==> src/rtl/mult_pkg.sv <==
// Shared types and helpers for the sequential shift-add MAC element.
package mult_pkg;

    typedef enum logic [1:0] {
        IDLE = 2'd0,
        BUSY = 2'd1,
        DONE = 2'd2
    } state_t;

    // Two's-complement magnitude: the operand is taken as ~x+1 when this returns 1
    function automatic logic twos_mag_sel(input logic i_sgn, input logic i_msb);
        return i_sgn & i_msb;
    endfunction

endpackage

==> src/rtl/mult_seq_mac_adder_nb.sv <==
// Ripple-carry adder of N bits with carry-in, built from full_adder cells.
module full_adder (
    input  logic i_a,
    input  logic i_b,
    input  logic i_c,
    output logic o_s,
    output logic o_c
);
    assign o_s = i_a ^ i_b ^ i_c;
    assign o_c = (i_a & i_b) | (i_c & (i_a ^ i_b));
endmodule

module adder_nb #(
    parameter int N = 8
) (
    input  logic [N-1:0] i_a,
    input  logic [N-1:0] i_b,
    input  logic         i_cin,
    output logic [N-1:0] o_sum
);
    logic [N-1:0] w_c;

    assign w_c[0] = i_cin;

    // The carry out of the top bit is never needed, so the MSB is a bare XOR
    for (genvar i = 0; i < N - 1; i++) begin : g_fa
        full_adder u_fa (
            .i_a(i_a[i]),
            .i_b(i_b[i]),
            .i_c(w_c[i]),
            .o_s(o_sum[i]),
            .o_c(w_c[i+1])
        );
    end

    assign o_sum[N-1] = i_a[N-1] ^ i_b[N-1] ^ w_c[N-1];
endmodule

==> src/rtl/mult_seq_mac.sv <==
// Sequential shift-add multiplier (one multiplier bit per cycle) with signed mode and accumulator.
module mult_seq_mac
    import mult_pkg::*;
#(
    parameter int WIDTH = 8,
    parameter int ACC_W = 24
) (
    input  logic                 clk,
    input  logic                 rst_n,
    input  logic                 in_valid,
    output logic                 in_ready,
    input  logic [WIDTH-1:0]     a,
    input  logic [WIDTH-1:0]     b,
    input  logic                 is_signed,
    input  logic                 acc_en,
    input  logic                 acc_clr,
    output logic                 out_valid,
    input  logic                 out_ready,
    output logic [2*WIDTH-1:0]   product,
    output logic [ACC_W-1:0]     acc,
    output logic [1:0]           o_dbg_state
);
    localparam int PW    = 2 * WIDTH;
    localparam int CNT_W = $clog2(WIDTH);
    localparam logic [CNT_W-1:0] CNT_LAST = CNT_W'(WIDTH - 1);

    if (WIDTH < 2) begin : g_bad_width
        $error("mult_seq_mac: WIDTH must be >= 2");
    end
    if (ACC_W < 2 * WIDTH) begin : g_bad_acc
        $error("mult_seq_mac: ACC_W must be >= 2*WIDTH");
    end

    state_t             r_state, w_state_next;
    logic [WIDTH-1:0]   r_mcand, r_mplier;
    logic [CNT_W-1:0]   r_cnt;
    logic [PW-1:0]      r_partial, r_product;
    logic [ACC_W-1:0]   r_acc;
    logic               r_neg, r_acc_en, r_signed;

    logic               w_a_neg, w_b_neg, w_handshake_out;
    logic [WIDTH-1:0]   w_a_mag, w_b_mag;
    logic [PW-1:0]      w_addend, w_partial_next, w_product_next;
    logic [ACC_W-1:0]   w_prod_ext, w_acc_base, w_acc_sum;

    // Magnitude of each operand: ~x+1 when negative, x otherwise
    assign w_a_neg = twos_mag_sel(is_signed, a[WIDTH-1]);
    assign w_b_neg = twos_mag_sel(is_signed, b[WIDTH-1]);

    adder_nb #(.N(WIDTH)) u_mag_a (
        .i_a(a ^ {WIDTH{w_a_neg}}), .i_b('0), .i_cin(w_a_neg), .o_sum(w_a_mag)
    );
    adder_nb #(.N(WIDTH)) u_mag_b (
        .i_a(b ^ {WIDTH{w_b_neg}}), .i_b('0), .i_cin(w_b_neg), .o_sum(w_b_mag)
    );

    assign w_addend = r_mplier[0] ? ({{WIDTH{1'b0}}, r_mcand} << r_cnt) : '0;

    adder_nb #(.N(PW)) u_partial_add (
        .i_a(r_partial), .i_b(w_addend), .i_cin(1'b0), .o_sum(w_partial_next)
    );
    adder_nb #(.N(PW)) u_negate (
        .i_a(w_partial_next ^ {PW{r_neg}}), .i_b('0), .i_cin(r_neg), .o_sum(w_product_next)
    );

    // A clear on the same edge as an accumulate leaves just the new product
    assign w_prod_ext = r_signed ? ACC_W'($signed(r_product)) : ACC_W'(r_product);
    assign w_acc_base = acc_clr ? '0 : r_acc;

    adder_nb #(.N(ACC_W)) u_acc_add (
        .i_a(w_acc_base), .i_b(w_prod_ext), .i_cin(1'b0), .o_sum(w_acc_sum)
    );

    always_ff @(posedge clk or negedge rst_n) begin
        if (!rst_n) r_state <= IDLE;
        else        r_state <= w_state_next;
    end

    always_comb begin
        w_state_next = r_state;
        case (r_state)
            IDLE:    if (in_valid) w_state_next = BUSY;
            BUSY:    if (r_cnt == CNT_LAST) w_state_next = DONE;
            DONE:    if (out_ready) w_state_next = IDLE;
            default: w_state_next = IDLE;
        endcase
    end

    always_comb begin
        in_ready  = (r_state == IDLE);
        out_valid = (r_state == DONE);
    end

    assign w_handshake_out = (r_state == DONE) && out_ready;

    always_ff @(posedge clk or negedge rst_n) begin
        if (!rst_n) begin
            r_mcand   <= '0;
            r_mplier  <= '0;
            r_cnt     <= '0;
            r_partial <= '0;
            r_product <= '0;
            r_neg     <= 1'b0;
            r_acc_en  <= 1'b0;
            r_signed  <= 1'b0;
        end else begin
            case (r_state)
                IDLE: begin
                    if (in_valid) begin
                        r_mcand   <= w_a_mag;
                        r_mplier  <= w_b_mag;
                        r_neg     <= is_signed & (a[WIDTH-1] ^ b[WIDTH-1]);
                        r_acc_en  <= acc_en;
                        r_signed  <= is_signed;
                        r_partial <= '0;
                        r_cnt     <= '0;
                    end
                end
                BUSY: begin
                    r_partial <= w_partial_next;
                    r_mplier  <= r_mplier >> 1;
                    r_cnt     <= r_cnt + 1'b1;
                    if (r_cnt == CNT_LAST) r_product <= w_product_next;
                end
                default: ;
            endcase
        end
    end

    always_ff @(posedge clk or negedge rst_n) begin
        if (!rst_n)                          r_acc <= '0;
        else if (w_handshake_out && r_acc_en) r_acc <= w_acc_sum;
        else if (acc_clr)                    r_acc <= '0;
    end

    assign product     = r_product;
    assign acc         = r_acc;
    assign o_dbg_state = r_state;

endmodule
==> config.mk <==
export PLATFORM = sky130hd
export DESIGN_NAME = mult_seq_mac
export DESIGN_NICKNAME = d
export VERILOG_FILES = /design/src/rtl/mult_pkg.sv /design/src/rtl/mult_seq_mac_adder_nb.sv /design/src/rtl/mult_seq_mac.sv
export SDC_FILE = /design/constraint.sdc
export NUM_CORES = 1
export LEC_CHECK = 0
export BUFFER_PORTS_ARGS = -buffer_cell sky130_fd_sc_hd__buf_2
export CELL_PAD_IN_SITES_DETAIL_PLACEMENT = 2
export CELL_PAD_IN_SITES_GLOBAL_PLACEMENT = 2
export CORE_ASPECT_RATIO = 1.2
export CORE_MARGIN = 2
export CORE_UTILIZATION = 35
export DETAILED_ROUTE_END_ITERATION = 12
export GPL_TIMING_DRIVEN = 1
export HOLD_SLACK_MARGIN = 0.15
export PLACE_DENSITY_LB_ADDON = 0.05
export SYNTH_ARGS = -nofsm -noshare
export SYNTH_HDL_FRONTEND = slang
export SYNTH_SLANG_ARGS = --single-unit
export TNS_END_PERCENT = 5
==> constraint.sdc <==
create_clock -name clk -period 10.38 [get_ports clk]
set_clock_uncertainty 0.05 [all_clocks]
set_input_delay 1.038 -clock clk [delete_from_list [all_inputs] [get_ports clk]]
set_output_delay 1.038 -clock clk [all_outputs]
set_load 0.1 [all_outputs]
==> flow_metrics.py <==
metrics = {
    "clocking": {
        "cts_buffers": 9,
        "path_clk_slew_ns": 0.06,
        "ctsHoldBuffers": 0,
        "cts_tree": "done",
        "clock_path_buffers": 2,
        "cts_root_buffer": "clkbuf_16",
        "cts_resized": 0,
        "htreeDepth": 3,
        "clock_sinks": 80,
        "post_cts_buffers": 0,
        "clkLatencyLatePin_ns": 0.34,
    },
    "grt": {
        "grt_max_degree": 50,
        "antenna_found_initial": 0,
        "grt_pass1_wl_um": 20900,
        "grt.total_usage_pct": 16.7,
        "grt_pass1_vias": 4150,
        "overflow": 0,
    },
    "sta": {
        "fin_crit_ns": 9.92,
        "slew_headroom_pct": 25.8,
        "fin_crit_sh_pct": 95.6,
        "tightest_slew_ns": 1.11,
        "finalSetupViolCount": 0,
        "slew_violations": 0,
        "hold_violations": 0,
        "tns_ns": 0,
        "fmax_mhz": 101,
        "setup_ws_ns": 0.459,
        "grt_setup_unrepaired": "no",
    },
    "cells_and_area": {
        "drive_gt1_share_pct": 18.8,
        "area_growth_pct": 13.6,
        "antenna_cells": 0,
        "final_cells": 767,
        "num-nets-final": 650,
        "fin_area_sq_um": 5970,
    },
    "synth": {
        "netlist_area_sq_um": 5250,
        "synth_cell_types": 33,
        "synth_warnings": 0,
        "yosys.area.top_type": "dfrtp_1",
        "yosysSeqAreaShare_pct": 38.1,
        "synth_area_leaders": "dfrtp_1 38%, fa_1 14%, nand2_1 7.9%, ha_1 7.6%, xnor2_1 5.2%",
        "syn_avg_cell_area_sq_um": 10.1,
        "syn_inst": 521,
        "syn-num-nets": 612,
        "synth.top_cell.area_share_pct": 38.1,
        "yosys_register_bits": 80,
    },
    "setup_path": {
        "crit_type": "primary input to flip-flop",
        "reg2reg_from": "acc[0]",
        "path_common_cell": "fa_1",
        "slowest_stage": "fa_1",
        "crit_path_max_fanout": 3,
        "endpoint_kind": "flip-flop",
        "reg2regPathDepth": 37,
        "cp.required_ns": 10.55,
        "r2r_slack_ns": 0.80,
        "reg2reg_to": "acc[23]",
        "start_kind": "primary input",
        "cp_slowest_stage_delay_ns": 0.45,
        "arrival_ns": 10.09,
    },
    "floorplanning": {
        "num_rows": 49,
        "start_util_pct": 35.4,
        "die_w_um": 116,
        "core-area_sq_um": 14800,
        "pin_count": 67,
        "dieHeight_um": 138,
        "dieArea_sq_um": 16000,
    },
    "power_and_ir_drop": {
        "p_leak_nw": 3.02,
        "cellPowerDensity_nw_per_um2": 311,
        "ir_drop_v": 0.0000977,
        "power_mw": 1.86,
    },
    "run": {
        "maxCapViolations": 0,
    },
    "hold_path": {
        "hold_depth": 2,
        "hold-path-endpoint": "r_mcand[2]",
        "hold_start": "r_mcand[2]",
        "hp-class": "flip-flop to flip-flop",
    },
    "route": {
        "wl_um": 12100,
        "vias": 3699,
        "dr.first_iter.drc_count": 75,
        "via_per_inst": 4.82,
        "dr.pass1.iters": 3,
        "detail-route-antenna-nets": 0,
        "drc_errors": 0,
        "wl_per_cell_um": 15.8,
    },
    "placement": {
        "dp.cells": 752,
        "pre_cts_slack_ns": -0.0646,
        "gp_congestion": 0.728,
        "port_buffers": 66,
        "postPlaceCellArea_sq_um": 5640,
        "hpwl_um": 9260,
    },
    "run_status": {
        "status": "finished clean",
    },
}
## where the power goes
| group | switching (mW) | internal, mW |
|---|---|---|
| Sequential | 0.118 | 0.416 |
| Combinational | 0.636 | 0.338 |
| Clock | 0.126 | 0.222 |
| Total | 0.880 | 0.977 |
## flip-flops by register name, indices dropped and copies added, names as in the netlist, 2 cells and up
signal and flops:
acc 24, product 16, r_partial 16, r_mcand 8
r_mplier 8, r_cnt 3, o_dbg_state 2
## cell type report
cell class / instances / area (sq um)
inverter: 34 / 128
sequential: 80 / 2000
clock buffer: 12 / 256
fill: 1640 / 8870
clock inverter: 3 / 65.1
multi-input combinational: 362 / 2890
timing repair buffer: 72 / 378
tap: 204 / 255
## cells in the mapped netlist
library cell,number
xor2_1,4
inv_1,34
mux2i_1,19
nor2b_1,22
nand3b_1,2
and4b_1,1
a21boi_0,1
a31oi_1,7
a211oi_1,1
buf_2,12
a22o_1,1
buf_1,1
nor2_1,13
or3b_1,1
and3b_1,1
ha_1,32
nand4b_1,1
buf_4,16
clkbuf_1,15
dfrtp_1,80
nand2_1,111
o21ai_0,23
xnor2_1,31
nand2b_1,8
nand3_1,19
mux2_2,16
and3_1,3
and2_1,1
a22oi_1,5
a32oi_1,2
fa_1,36
nor3b_2,1
buf_6,1
## placed cells by master, fill, tap and decap left out, drive strengths merged, types with 2 or more instances in the layout
cell type  instances
fa                36
bufinv             2
ha                32
nand2b             8
buf               72
nor2b             22
nand3b             2
a22oi              5
a31oi              7
a32oi              2
nor2              13
mux2i             19
nand2            111
dfrtp             80
clkbuf            12
xor2               4
xnor2             31
inv               34
mux2              16
o21ai             23
nand3             19
and3               3
## kinds of logic (layout without fill, tap and decap cells)
logic type | after synthesis | in the layout | share of synthesized area, %
buf+inv | 79 | 121 | 7.22
flops | 80 | 80 | 38.1
xor+xnor | 35 | 35 | 5.83
mux | 35 | 35 | 7.05
compound gates | 40 | 40 | 4.53
simple gates | 184 | 184 | 15.9
fa+ha+maj | 68 | 68 | 21.3
## metal layers
metal  track usage, %  wire length, um  share of wire, %
met1             19.7             4970                41
met2             30.5             6700                55
met3             2.81              327               2.7
met4             5.01              146               1.2
met5                0                0                 0
## how the worst max path moves through the flow
stage / startpoint / to / slack, ns / depth (start not counted)
floorplan: acc_clr / acc[23] / 0.41 / 38
global placement: acc_clr / acc[23] / 0.17 / 38
detailed placement: acc_clr / acc[23] / -0.06 / 37
CTS: acc_clr / acc[23] / 0.23 / 37
global route: acc_clr / acc[23] / 0.001 / 38
finish: acc_clr / acc[23] / 0.46 / 38
## critical path, delay by kind of cell
family	cells	cell delay, ns
XOR/XNOR	1	0.19
adder cells (fa/ha/maj)	23	7.74
buffers and inverters	11	0.77
AND/OR/NAND/NOR	2	0.28
AO/OA/AOI/OAI	1	0.09
## metrics by stage
step | util [%] | hold WS (ns)
2_1_floorplan | - | 0.411
3_3_place_gp | 38.0 | 0.433
3_5_place_dp | 38.0 | 0.453
4_1_cts | 40.2 | 0.467
5_1_grt | 40.2 | 0.485
6_report | 40.2 | 0.462
Note: power is estimated with default switching activity, not from simulation.
